### config.mk
export PLATFORM = sky130hd
export DESIGN_NAME = bitplane_streamer
export DESIGN_NICKNAME = d
export VERILOG_FILES = /design/src/rtl/bitplane_streamer.sv
export SDC_FILE = /design/constraint.sdc
export NUM_CORES = 1
export LEC_CHECK = 0
export ABC_AREA = 1
export CAP_MARGIN = 20
export CORE_MARGIN = 4
export CORE_UTILIZATION = 40
export DETAILED_ROUTE_END_ITERATION = 16
export DONT_BUFFER_PORTS = 1
export PLACE_DENSITY = 0.64
export SETUP_SLACK_MARGIN = 0.15
export SLEW_MARGIN = 25
export SYNTH_ARGS = -nofsm -noshare
export SYNTH_HDL_FRONTEND = slang
export SYNTH_SLANG_ARGS = --single-unit
### constraint.sdc
create_clock -name clk -period 5 [get_ports clk]
set_input_delay 0.5 -clock clk [delete_from_list [all_inputs] [get_ports clk]]
set_output_delay 0.5 -clock clk [all_outputs]
set_load 0.02 [all_outputs]
### src/rtl/bitplane_streamer.sv
// Two-entry vector buffer that streams each LANES x DW vector out as DW bit-planes,
// one plane per cycle, MSB-first or LSB-first.
module bitplane_streamer #(
    parameter int LANES     = 16,
    parameter int DW        = 8,
    parameter bit MSB_FIRST = 1,
    localparam int IW       = (DW > 1) ? $clog2(DW) : 1
) (
    input  logic                  clk,
    input  logic                  rst,
    input  logic                  in_valid,
    output logic                  in_ready,
    input  logic [LANES*DW-1:0]   in_data,
    output logic                  out_valid,
    input  logic                  out_ready,
    output logic [LANES-1:0]      out_plane,
    output logic [IW-1:0]         out_idx,
    output logic                  out_first,
    output logic                  out_last
);

    localparam logic [IW-1:0] PC_MAX = IW'(DW - 1);

    logic [LANES*DW-1:0] mem_reg [2];
    logic                wr_ptr_reg;
    logic                rd_ptr_reg;
    logic [1:0]          count_reg;
    logic [1:0]          count_next;
    logic [IW-1:0]       pc_reg;
    logic [IW-1:0]       pc_next;
    logic [LANES*DW-1:0] head_vec;
    logic                push;
    logic                xfer;
    logic                pop;

    // Full means full: a pop in the same cycle does not open the input.
    assign in_ready  = (count_reg != 2'd2) && !rst;
    assign out_valid = (count_reg != 2'd0);
    assign push      = in_valid && in_ready;
    assign xfer      = out_valid && out_ready;
    assign pop       = xfer && (pc_reg == PC_MAX);

    assign out_idx   = MSB_FIRST ? (PC_MAX - pc_reg) : pc_reg;
    assign out_first = out_valid && (pc_reg == '0);
    assign out_last  = out_valid && (pc_reg == PC_MAX);
    assign head_vec  = mem_reg[rd_ptr_reg];

    generate
        for (genvar gi = 0; gi < LANES; gi++) begin : g_lane
            logic [DW-1:0] elem;
            assign elem          = head_vec[gi*DW +: DW];
            assign out_plane[gi] = elem[out_idx];
        end
    endgenerate

    always_comb begin
        count_next = count_reg;
        pc_next    = pc_reg;
        if (push && !pop) begin
            count_next = count_reg + 2'd1;
        end else if (pop && !push) begin
            count_next = count_reg - 2'd1;
        end
        if (xfer) begin
            pc_next = pop ? '0 : pc_reg + IW'(1);
        end
    end

    always_ff @(posedge clk) begin
        if (rst) begin
            for (int i = 0; i < 2; i++) begin
                mem_reg[i] <= '0;
            end
            wr_ptr_reg <= 1'b0;
            rd_ptr_reg <= 1'b0;
            count_reg  <= '0;
            pc_reg     <= '0;
        end else begin
            if (push) begin
                mem_reg[wr_ptr_reg] <= in_data;
                wr_ptr_reg          <= ~wr_ptr_reg;
            end
            if (pop) begin
                rd_ptr_reg <= ~rd_ptr_reg;
            end
            count_reg <= count_next;
            pc_reg    <= pc_next;
        end
    end

endmodule

==> key figures, run 1 <==
STA
  • Pins Over Slew Limit: 0
  • Final Hold Viols: 0
  • Setup violators final: 0
  • Skew final: 12.4 ps
  • Setup TNS Final: 0 ps
  • Unrepaired setup endpoints after global routing: false
  • Worst relative slew slack: 31.1%
  • Final hold slack: 28.3 ps
  • Period Utilization, post-route: 66.0%
  • Fmax: 303 MHz
  • Final setup margin: 1700 ps
  • Final worst path period need: 3300 ps
  • Worst-Margin Slew: 1030 ps

Synth
  • Synth top area share: 59.1%
  • Area leader, netlist: edfxtp_1
  • Syn Std Cell Area: 0.0130 mm2
  • Seq/Total Area, Yosys: 60.3%
  • Ys flop type: edfxtp_1
  • Post-synth EDFFs: 256
  • Post-synth ARST share: 0%
  • Post-synthesis register bit count: 264
  • Avg Inst Size Synth: 8.69 um2
  • Top cells by area, synth: edfxtp_1 59%, nand2_1 9.9%, inv_1 9.5%
  • Most frequent cell after synthesis: nand2_1
  • Netlist cell types: 18
  • YS warnings: 0
  • Syn Nets: 1634
  • Syn Inst Count: 1498
  • Post-synth top cells: 343 x nand2_1, 329 x inv_1, 266 x nor2_1, 256 x edfxtp_1, 192 x nand3_1

Clock tree
  • Worst-Skew Late Latency: 530 ps
  • H-tree levels: 1
  • Num CTS Buffers: 29
  • Clock sinks: 264
  • Reg clk slew, reported paths: 60 ps
  • CTS tree: done
  • CTS root buf: clkbuf_16
  • Longest Clk Path Bufs: 3

Placement
  • Post-detail-place hpwl: 18000 um
  • Post-place setup slack: 1950 ps
  • Dpl cell area: 0.0132 mm2
  • GP Congestion: 0.749
  • Dpl cells: 1864
  • Port-buffer cells: 0

Route
  • Vias post-DR: 9173
  • Wire length per cell: 16.5 um
  • ANT nets after route: 0
  • Routed met1 length: 13000 um
  • Residual DRC: 0
  • Drt first pass iters: 5
  • Detailed Route Iter0 Violations: 661
  • Detail Route met3 WL: 2200 um
  • WL met2: 15400 um
  • Avg Vias per Cell: 4.79
  • Top sig layer: met4
  • Post-Route WL: 31600 um

GRT
  • Global-route wire length before repair: 48800 um
  • Antenna violations before repair: 0
  • Largest net degree at the start of global routing: 96
  • Total track usage: 17.2%
  • Vias in the first global route: 9135
  • Total gr overflow: 0

Final layout
  • Design area: 0.0141 mm2
  • Share of layout cells above drive strength 1: 4.25%
  • Max reg flops: 256
  • N_diodes: 0
  • Synth-to-Final Area Change: 8.08%
  • Layout Utilization: 44.2%
  • Final instance count without filler cells: 1916
  • Nets: 1597

Power and ir drop
  • Peak VDD IR: 0.199 mV
  • Leak Pwr: 6.59 nW
  • Power Dens Cells: 364 mW/mm2
  • Pwr Total: 5.12 mW

Critical path
  • Endpoint type of the worst setup path: primary output
  • Critical Path RT: 4500 ps
  • CP Launch Type: flop
  • Kind of critical path: flop to primary output
  • Critical path arrival: 2800 ps
  • Crit Path Max Fanout: 64

Run
  • Max Cap Viol: 0

Floorplan
  • Die Y: 188 um
  • Number of core rows: 65
  • Width of the chip: 188 um
  • IO Count: 155
  • Die area: 0.0355 mm2
  • Core area: 0.0318 mm2
  • Initial core utilization: 40.9%

Hold path
  • Worst min path class: primary input to flop

Run status
  • Outcome: completed
## cells in the final DEF, fill, tap and decap left out
cell type and count:
clkinv_1 8, ha_1 4, dfxtp_2 1, nand2_2 1
a21oi_4 1, inv_1 327, edfxtp_1 256, clkbuf_16 29
nand3_1 192, nand2_4 4, inv_2 3, clkbuf_1 6
o21ai_0 5, buf_4 8, bufinv_16 2, dfxtp_4 2
dfxtp_1 5, nand2_1 341, xor2_1 1, clkinv_2 8
nor2_1 266, inv_4 1, buf_6 1, a21oi_1 6
dlygate4sd3_1 1, buf_12 2
## layout make-up
type,count,area (um2)
multi-input cells,821,3420
clock inverters,16,120
fillers,3101,17700
inverters,333,1250
well taps,435,544
repair buffers,12,121
clock buffers,35,748
flip-flops and latches,264,7860
## critical path, cell delays in order (launching register included)
cell	delay, ps
dfxtp_4	480
inv_4	580
buf_4	520
nand2_1	90
nand2_1	70
nand2_1	50
nand3_1	100
nand3_1	90
nand2_1	250
## per-layer routing
layer / global-route usage (%) / vias up
li1: - / 4504
met3: 3.04 / 61
met2: 29.7 / 315
met1: 22.3 / 4293
met5: 0 / -
met4: 5.44 / 0
## logic make-up (layout without fill, tap and decap cells)
| family | after synthesis | count (layout) | share of synthesized area, % |
|---|---|---|---|
| flops | 264 | 264 | 60.3 |
| fa+ha+maj | 4 | 4 | 0.385 |
| simple gates | 804 | 804 | 25.1 |
| buf+inv | 413 | 396 | 13.6 |
| xor+xnor | 1 | 1 | 0.0673 |
| compound gates | 12 | 12 | 0.548 |
## final timing paths
kind	from	end	slack (ps)	cells after the start
worst min-delay path	rst	wr_ptr_reg	30	1
worst max register to register	count_reg[0]	mem_reg[1][45]	2010	7
worst max-delay path	flop	out_plane[9]	1700	8
worst min register to register	rd_ptr_reg	rd_ptr_reg	520	2
## report_power, final
group / internal [mW] / leakage (nW) / total [mW] / switching (mW)
combinational: 0.128 / 3.42 / 0.518 / 0.390
clock: 1.15 / 0.429 / 1.98 / 0.826
sequential: 2.59 / 2.75 / 2.62 / 0.0372
total: 3.87 / 6.59 / 5.12 / 1.25
## timing repair
action,in CTS,in global routing
hold buffers,1,0
endpoints found under the hold margin,1,0
gates resized for setup,0,0
setup buffers,0,0
(Power assumes the default switching activity.)
==> inputs of run 2 (changes only) <==
- ABC_AREA: 1 -> 0
- clock period: 5 -> 3.46 ns (I/O delays scaled with it)
==> run 2 against run 1 <==
  * First-iteration DRC count decreased by 30%
  * Via count down 30%
  * Cell area increased by 3.0%
  * Core utilization increased by 5.8 points
  * Synthesized cell count decreased by 52%
  * Register-to-register slack lost 1000 ps
  * Clock skew is 4.6 ps lower
  * Combinational power is 19% higher
==> key figures, run 2 <==
Critical path
  • CP peak stage delay: 810 ps
  • Reg2Reg Launch Point: count_reg[0]
  • Crit Path Max Fanout: 47
  • CP Launch Type: flop
  • Endpoint type of the worst setup path: primary output
  • Delay-heaviest family, CP: flip-flops
  • Critical path buffers and inverters: 1
  • Reg2Reg Setup Slack: 1010 ps
  • Kind of critical path: flop to primary output
  • Critical path arrival: 2630 ps
  • Worst path slowest cell: dfxtp_4
  • Crit path from: pc_reg[0]
  • Critical Path RT: 3110 ps
  • CP Cell Sequence: buf_4 -> mux4_2 -> a22oi_1 -> nand2_1

Floorplan
  • Initial core utilization: 40.9%
  • Die Y: 180 um
  • Number of core rows: 62
  • Width of the chip: 180 um
  • Core area: 0.0289 mm2
  • IO Count: 155
  • Die area: 0.0324 mm2

Power and ir drop
  • Power share of the clock group: 39.9%
  • Switching Power: 1.59 mW
  • Leak Pwr: 5.29 nW
  • Power Dens Cells: 509 mW/mm2
  • Flop pwr share: 51.7%
  • Net Sw Frac: 21.5%
  • Peak VDD IR: 0.311 mV
  • Comb power frac: 8.4%
  • Power Internal: 5.78 mW

Synth
  • Syn Std Cell Area: 0.0118 mm2
  • Post-synth EDFFs: 256
  • Most frequent cell after synthesis: and2_1
  • Post-synth ARST share: 0%
  • Top cells by area, synth: edfxtp_1 65%, and2_1 14%, mux4_2 8.2%
  • Syn Inst Count: 726
  • Area leader, netlist: edfxtp_1
  • Synth top area share: 65.0%
  • Ys flop type: edfxtp_1
  • Post-synthesis register bit count: 264
  • YS warnings: 0
  • Seq/Total Area, Yosys: 66.3%
  • Syn Nets: 862
  • Netlist cell types: 33
  • Post-synth top cells: 258 x and2_1, 256 x edfxtp_1, 43 x mux4_2, 32 x a22oi_1
  • Avg Inst Size Synth: 16.3 um2

Route
  • Residual DRC: 0
  • Drt first pass iters: 4
  • Vias post-DR: 6410
  • Detailed Route Iter0 Violations: 462
  • Wire length per cell: 20.4 um
  • Post-Route WL: 25700 um
  • Avg Vias per Cell: 5.09
  • ANT nets after route: 0

Final layout
  • Synth-to-Final Area Change: 22.5%
  • Share of layout cells above drive strength 1: 12.8%
  • Most frequent cells in the layout: 258 x and2_1, 256 x edfxtp_1, 131 x dlygate4sd3_1
  • Design area: 0.0145 mm2
  • Final instance count without filler cells: 1260
  • Layout Utilization: 50.1%
  • Commonest non-fill, non-tap cell in the layout: and2_1
  • Nets: 990
  • Max reg flops: 256

STA
  • Worst-Margin Slew: 749 ps
  • Setup violators final: 0
  • Unrepaired setup endpoints after global routing: false
  • Pins Over Slew Limit: 0
  • Worst relative slew slack: 50.1%
  • Period Utilization, post-route: 85.9%
  • Final setup margin: 489 ps
  • Fmax: 337 MHz
  • Skew final: 7.85 ps
  • Final worst path period need: 2970 ps
  • Setup TNS Final: 0 ps
  • Final Hold Viols: 0

Clock tree
  • Longest Clk Path Bufs: 3
  • Num CTS Buffers: 29
  • Post-CTS Setup Bufs: 0
  • Clock sinks: 264
  • Reg clk slew, reported paths: 60 ps
  • CTS root buf: clkbuf_16
  • H-tree levels: 1
  • CTS tree: done
  • Worst-Skew Late Latency: 530 ps

Hold path
  • Worst min path class: primary input to flop
  • Worst hold start: in_data[14]

Placement
  • Dpl cells: 1076
  • Dpl cell area: 0.0123 mm2
  • Port-buffer cells: 0
  • Post-detail-place hpwl: 14500 um
  • GP Congestion: 0.689
  • Post-place setup slack: 970 ps

GRT
  • Largest net degree at the start of global routing: 74
  • Global-route wire length before repair: 40500 um
  • Antenna violations before repair: 2
  • Total gr overflow: 0
  • Total track usage: 15.7%
  • Vias in the first global route: 6809

Run status
  • Outcome: completed

Run
  • Max Cap Viol: 0
run 2: cell types whose count changed in the layout (fill, tap and decap cells not counted), moves of 21 or more:
cell / before / now
nor2_1: 266 / 5
mux4_1: 0 / 21
dlygate4sd3_1: 1 / 131
nand2_1: 341 / 18
inv_1: 327 / 4
a22oi_1: 0 / 32
nand3_1: 192 / 0
and2_1: 0 / 258
mux4_2: 0 / 43
run 2: power by group through the flow:
| stage | combinational (mW) | sequential [mW] | clock, mW |
|---|---|---|---|
| detailed placement | 0.489 | 3.88 | 0 |
| finish | 0.617 | 3.81 | 2.94 |
| global route | 0.672 | 3.83 | 3.17 |
| global placement | 0.483 | 3.87 | 0 |
| CTS | 0.626 | 3.81 | 3.02 |
| floorplan | 0.387 | 3.85 | 0 |
run 2: final cells by class:
type / instances / area, um2
Antenna cell: 1 / 2.50
Clock buffer: 31 / 733
Clock inverter: 21 / 171
Fill cell: 2386 / 14400
Inverter: 4 / 15.0
Multi-Input combinational cell: 408 / 3740
Sequential cell: 264 / 7860
Tap cell: 384 / 480
Timing Repair Buffer: 147 / 1490
run 2: cell families (layout without fill, tap and decap cells):
group                    Yosys count  in the layout  share of synthesized area (%)
XOR/XNOR                           3              3                          0.222
AND/OR/NAND/NOR                  296            296                           15.4
adder cells (fa/ha/maj)            4              4                          0.423
flip-flops                       264            264                           66.3
buffers and inverters             54            203                           2.29
other                              0              1                              0
multiplexers                      65             65                           12.9
AO/OA/AOI/OAI                     40             40                           2.41
run 2: per-stage QoR:
| stage | hold WS (ps) | total power, mW |
|---|---|---|
| floorplan | 472 | 4.24 |
| global placement | 418 | 4.36 |
| detailed placement | 416 | 4.37 |
| CTS | 0.0585 | 7.46 |
| global route | 1.79 | 7.67 |
| finish | 27.1 | 7.37 |
run 2: routing by layer:
metal | global-route usage, % | vias up | share of wire [%]
met5 | 0 | - | 0.027
met4 | 2.71 | 2 | 1.2
met3 | 3.98 | 29 | 7.2
met2 | 25.7 | 180 | 48
met1 | 21.6 | 3220 | 43
li1 | - | 2979 | -
run 2: timing repair:
action | CTS | global route
hold buffers | 129 | 2
endpoints found under the hold margin | 249 | 2
gates resized for setup | 0 | 0
run 2: final timing paths:
path                                        to  depth (start not counted)
worst max-delay path              out_plane[7]                          4
worst min-delay path            mem_reg[1][14]                          1
worst max register to register  mem_reg[1][28]                          5
worst min register to register      rd_ptr_reg                          2
==> inputs of run 3 (changes only) <==
- CTS_BUF_LIST: unset -> sky130_fd_sc_hd__clkbuf_4
==> run 3 against run 2 <==
  * Clock power fell by 5%
  * Die area stayed put
  * Clock skew rose by 27 ps
  * Power shrank 2.1%
  * Non-clock buffer count is 1 lower
  * Count of clock-buffer cells in the layout rose by 78
  * Wire length grew 2.7%
  * Core utilization hardly changed
  * Register-to-register slack worse by 20 ps
  * Cell area is essentially flat
  * First-iteration DRC count decreased by 9.1%
  * Critical endpoint unchanged
  * Largest power group unchanged
==> key figures, run 3 (synthesis results as in run 2) <==
Floorplan
  • Die Y: 180 um
  • Initial core utilization: 40.9%
  • Width of the chip: 180 um
  • Core area: 0.0289 mm2
  • Number of core rows: 62
  • IO Count: 155
  • Die area: 0.0324 mm2

GRT
  • Antenna violations before repair: 3
  • Total gr overflow: 0
  • Vias in the first global route: 7324
  • Total track usage: 16.3%
  • Global-route wire length before repair: 41600 um
  • Largest net degree at the start of global routing: 74

STA
  • Setup violators final: 0
  • Final Hold Viols: 0
  • Pins Over Slew Limit: 0
  • Unrepaired setup endpoints after global routing: false
  • Worst relative slew slack: 49.0%
  • Final worst path period need: 3080 ps
  • Setup TNS Final: 0 ps
  • Worst-Margin Slew: 766 ps
  • Skew final: 35.0 ps
  • Period Utilization, post-route: 89.0%
  • Fmax: 325 MHz

Critical path
  • Crit Path Max Fanout: 47
  • Critical Path RT: 3110 ps
  • Endpoint type of the worst setup path: primary output
  • CP Launch Type: flop
  • Kind of critical path: flop to primary output
  • Critical path arrival: 2730 ps
  • Reg2Reg Launch Point: count_reg[1]
  • Crit path from: pc_reg[0]

Final layout
  • Nets: 1034
  • Most frequent cells in the layout: 258 x and2_1, 256 x edfxtp_1, 130 x dlygate4sd3_1
  • Commonest non-fill, non-tap cell in the layout: and2_1
  • Fill cell count: 2447
  • Share of layout cells above drive strength 1: 19.6%
  • Synth-to-Final Area Change: 22.5%
  • Max reg flops: 256
  • Design area: 0.0145 mm2

Clock tree
  • Post_cts resized: 0
  • H-tree levels: 3
  • Reg clk slew, reported paths: 70 ps
  • Post-CTS Setup Bufs: 0
  • Worst-Skew Late Latency: 630 ps
  • CTS tree: done
  • Clock sinks: 264
  • Num CTS Buffers: 74
  • Longest Clk Path Bufs: 3
  • CTS root buf: clkbuf_4

Hold path
  • Worst hold start: in_valid
  • Worst min path class: primary input to flop

Placement
  • Port-buffer cells: 0
  • Dpl cell area: 0.0123 mm2
  • GP Congestion: 0.689
  • Post-detail-place hpwl: 14500 um

Route
  • Avg Vias per Cell: 5.01
  • Vias post-DR: 6699
  • Post-Route WL: 26400 um
  • Wire length per cell: 19.8 um
  • Residual DRC: 0
  • Detailed Route Iter0 Violations: 420
  • ANT nets after route: 0
  • Drt first pass iters: 4

Run status
  • Outcome: completed

Run
  • Max Cap Viol: 0

Power and ir drop
  • Leak Pwr: 5.39 nW
  • Power Dens Cells: 498 mW/mm2
  • Peak VDD IR: 0.303 mV
## run 3: changes by cell type in the layout (fill, tap and decap cells not counted), moves of 4 or more
| cell | previous run | this run |
|---|---|---|
| clkbuf_4 | 0 | 109 |
| clkbuf_16 | 29 | 0 |
| clkinv_2 | 8 | 0 |
| clkinv_1 | 9 | 13 |
| inv_2 | 0 | 4 |
## run 3: stage by stage
stage,power (mW),cells,hold slack (ps),worst slack (ps),util (%)
6_report,7.21,1336,166,379,50.1
5_1_grt,7.59,1336,133,151,50.1
4_1_cts,7.33,1334,83.2,237,50.1
3_5_place_dp,4.37,1076,416,970,42.4
3_3_place_gp,4.36,1076,418,991,42.4
2_1_floorplan,4.24,726,472,474,-
## run 3: path summary, 6_finish.rpt
kind / cells past startpoint / to / slack [ps]
setup / recovery: 4 / out_plane[7] / 380
setup reg to reg: 5 / mem_reg[1][22] / 990
hold / removal: 3 / wr_ptr_reg / 170
hold reg to reg: 2 / flop / 500
## run 3: worst max-delay path, cell delays in order, from the launching register on
cell	delay, ps
dfxtp_4	840
buf_4	440
mux4_2	350
a22oi_1	220
nand2_1	210
## run 3: layout make-up
class | instances | area [um2] | share of cell area (%)
antenna | 2 | 5.00 | 0.0345
clock buffer | 109 | 818 | 5.64
clock inverter | 19 | 101 | 0.699
inverter | 4 | 15.0 | 0.104
multi-input combinational | 408 | 3740 | 25.8
sequential | 264 | 7860 | 54.2
tap | 384 | 480 | 3.31
timing repair buffer | 146 | 1480 | 10.2
## run 3: routing by layer
| layer | global-route usage [%] | up-vias | wire length (um) |
|---|---|---|---|
| li1 | - | 3114 | - |
| met1 | 21.2 | 3318 | 11100 |
| met2 | 26.2 | 207 | 12900 |
| met3 | 4.85 | 58 | 1820 |
| met4 | 5.88 | 2 | 603 |
| met5 | 0 | - | 7 |
## run 3: repair_timing
item | 4_1_cts | 5_1_grt
setup endpoints to repair | 0 | 0
hold endpoints to repair | 264 | 0
hold buffers | 130 | 0
## run 3: where the power goes
part	total [mW]	switching, mW	internal [mW]
clock	2.78	1.27	1.51
sequential	3.81	0.0726	3.74
combinational	0.618	0.313	0.305
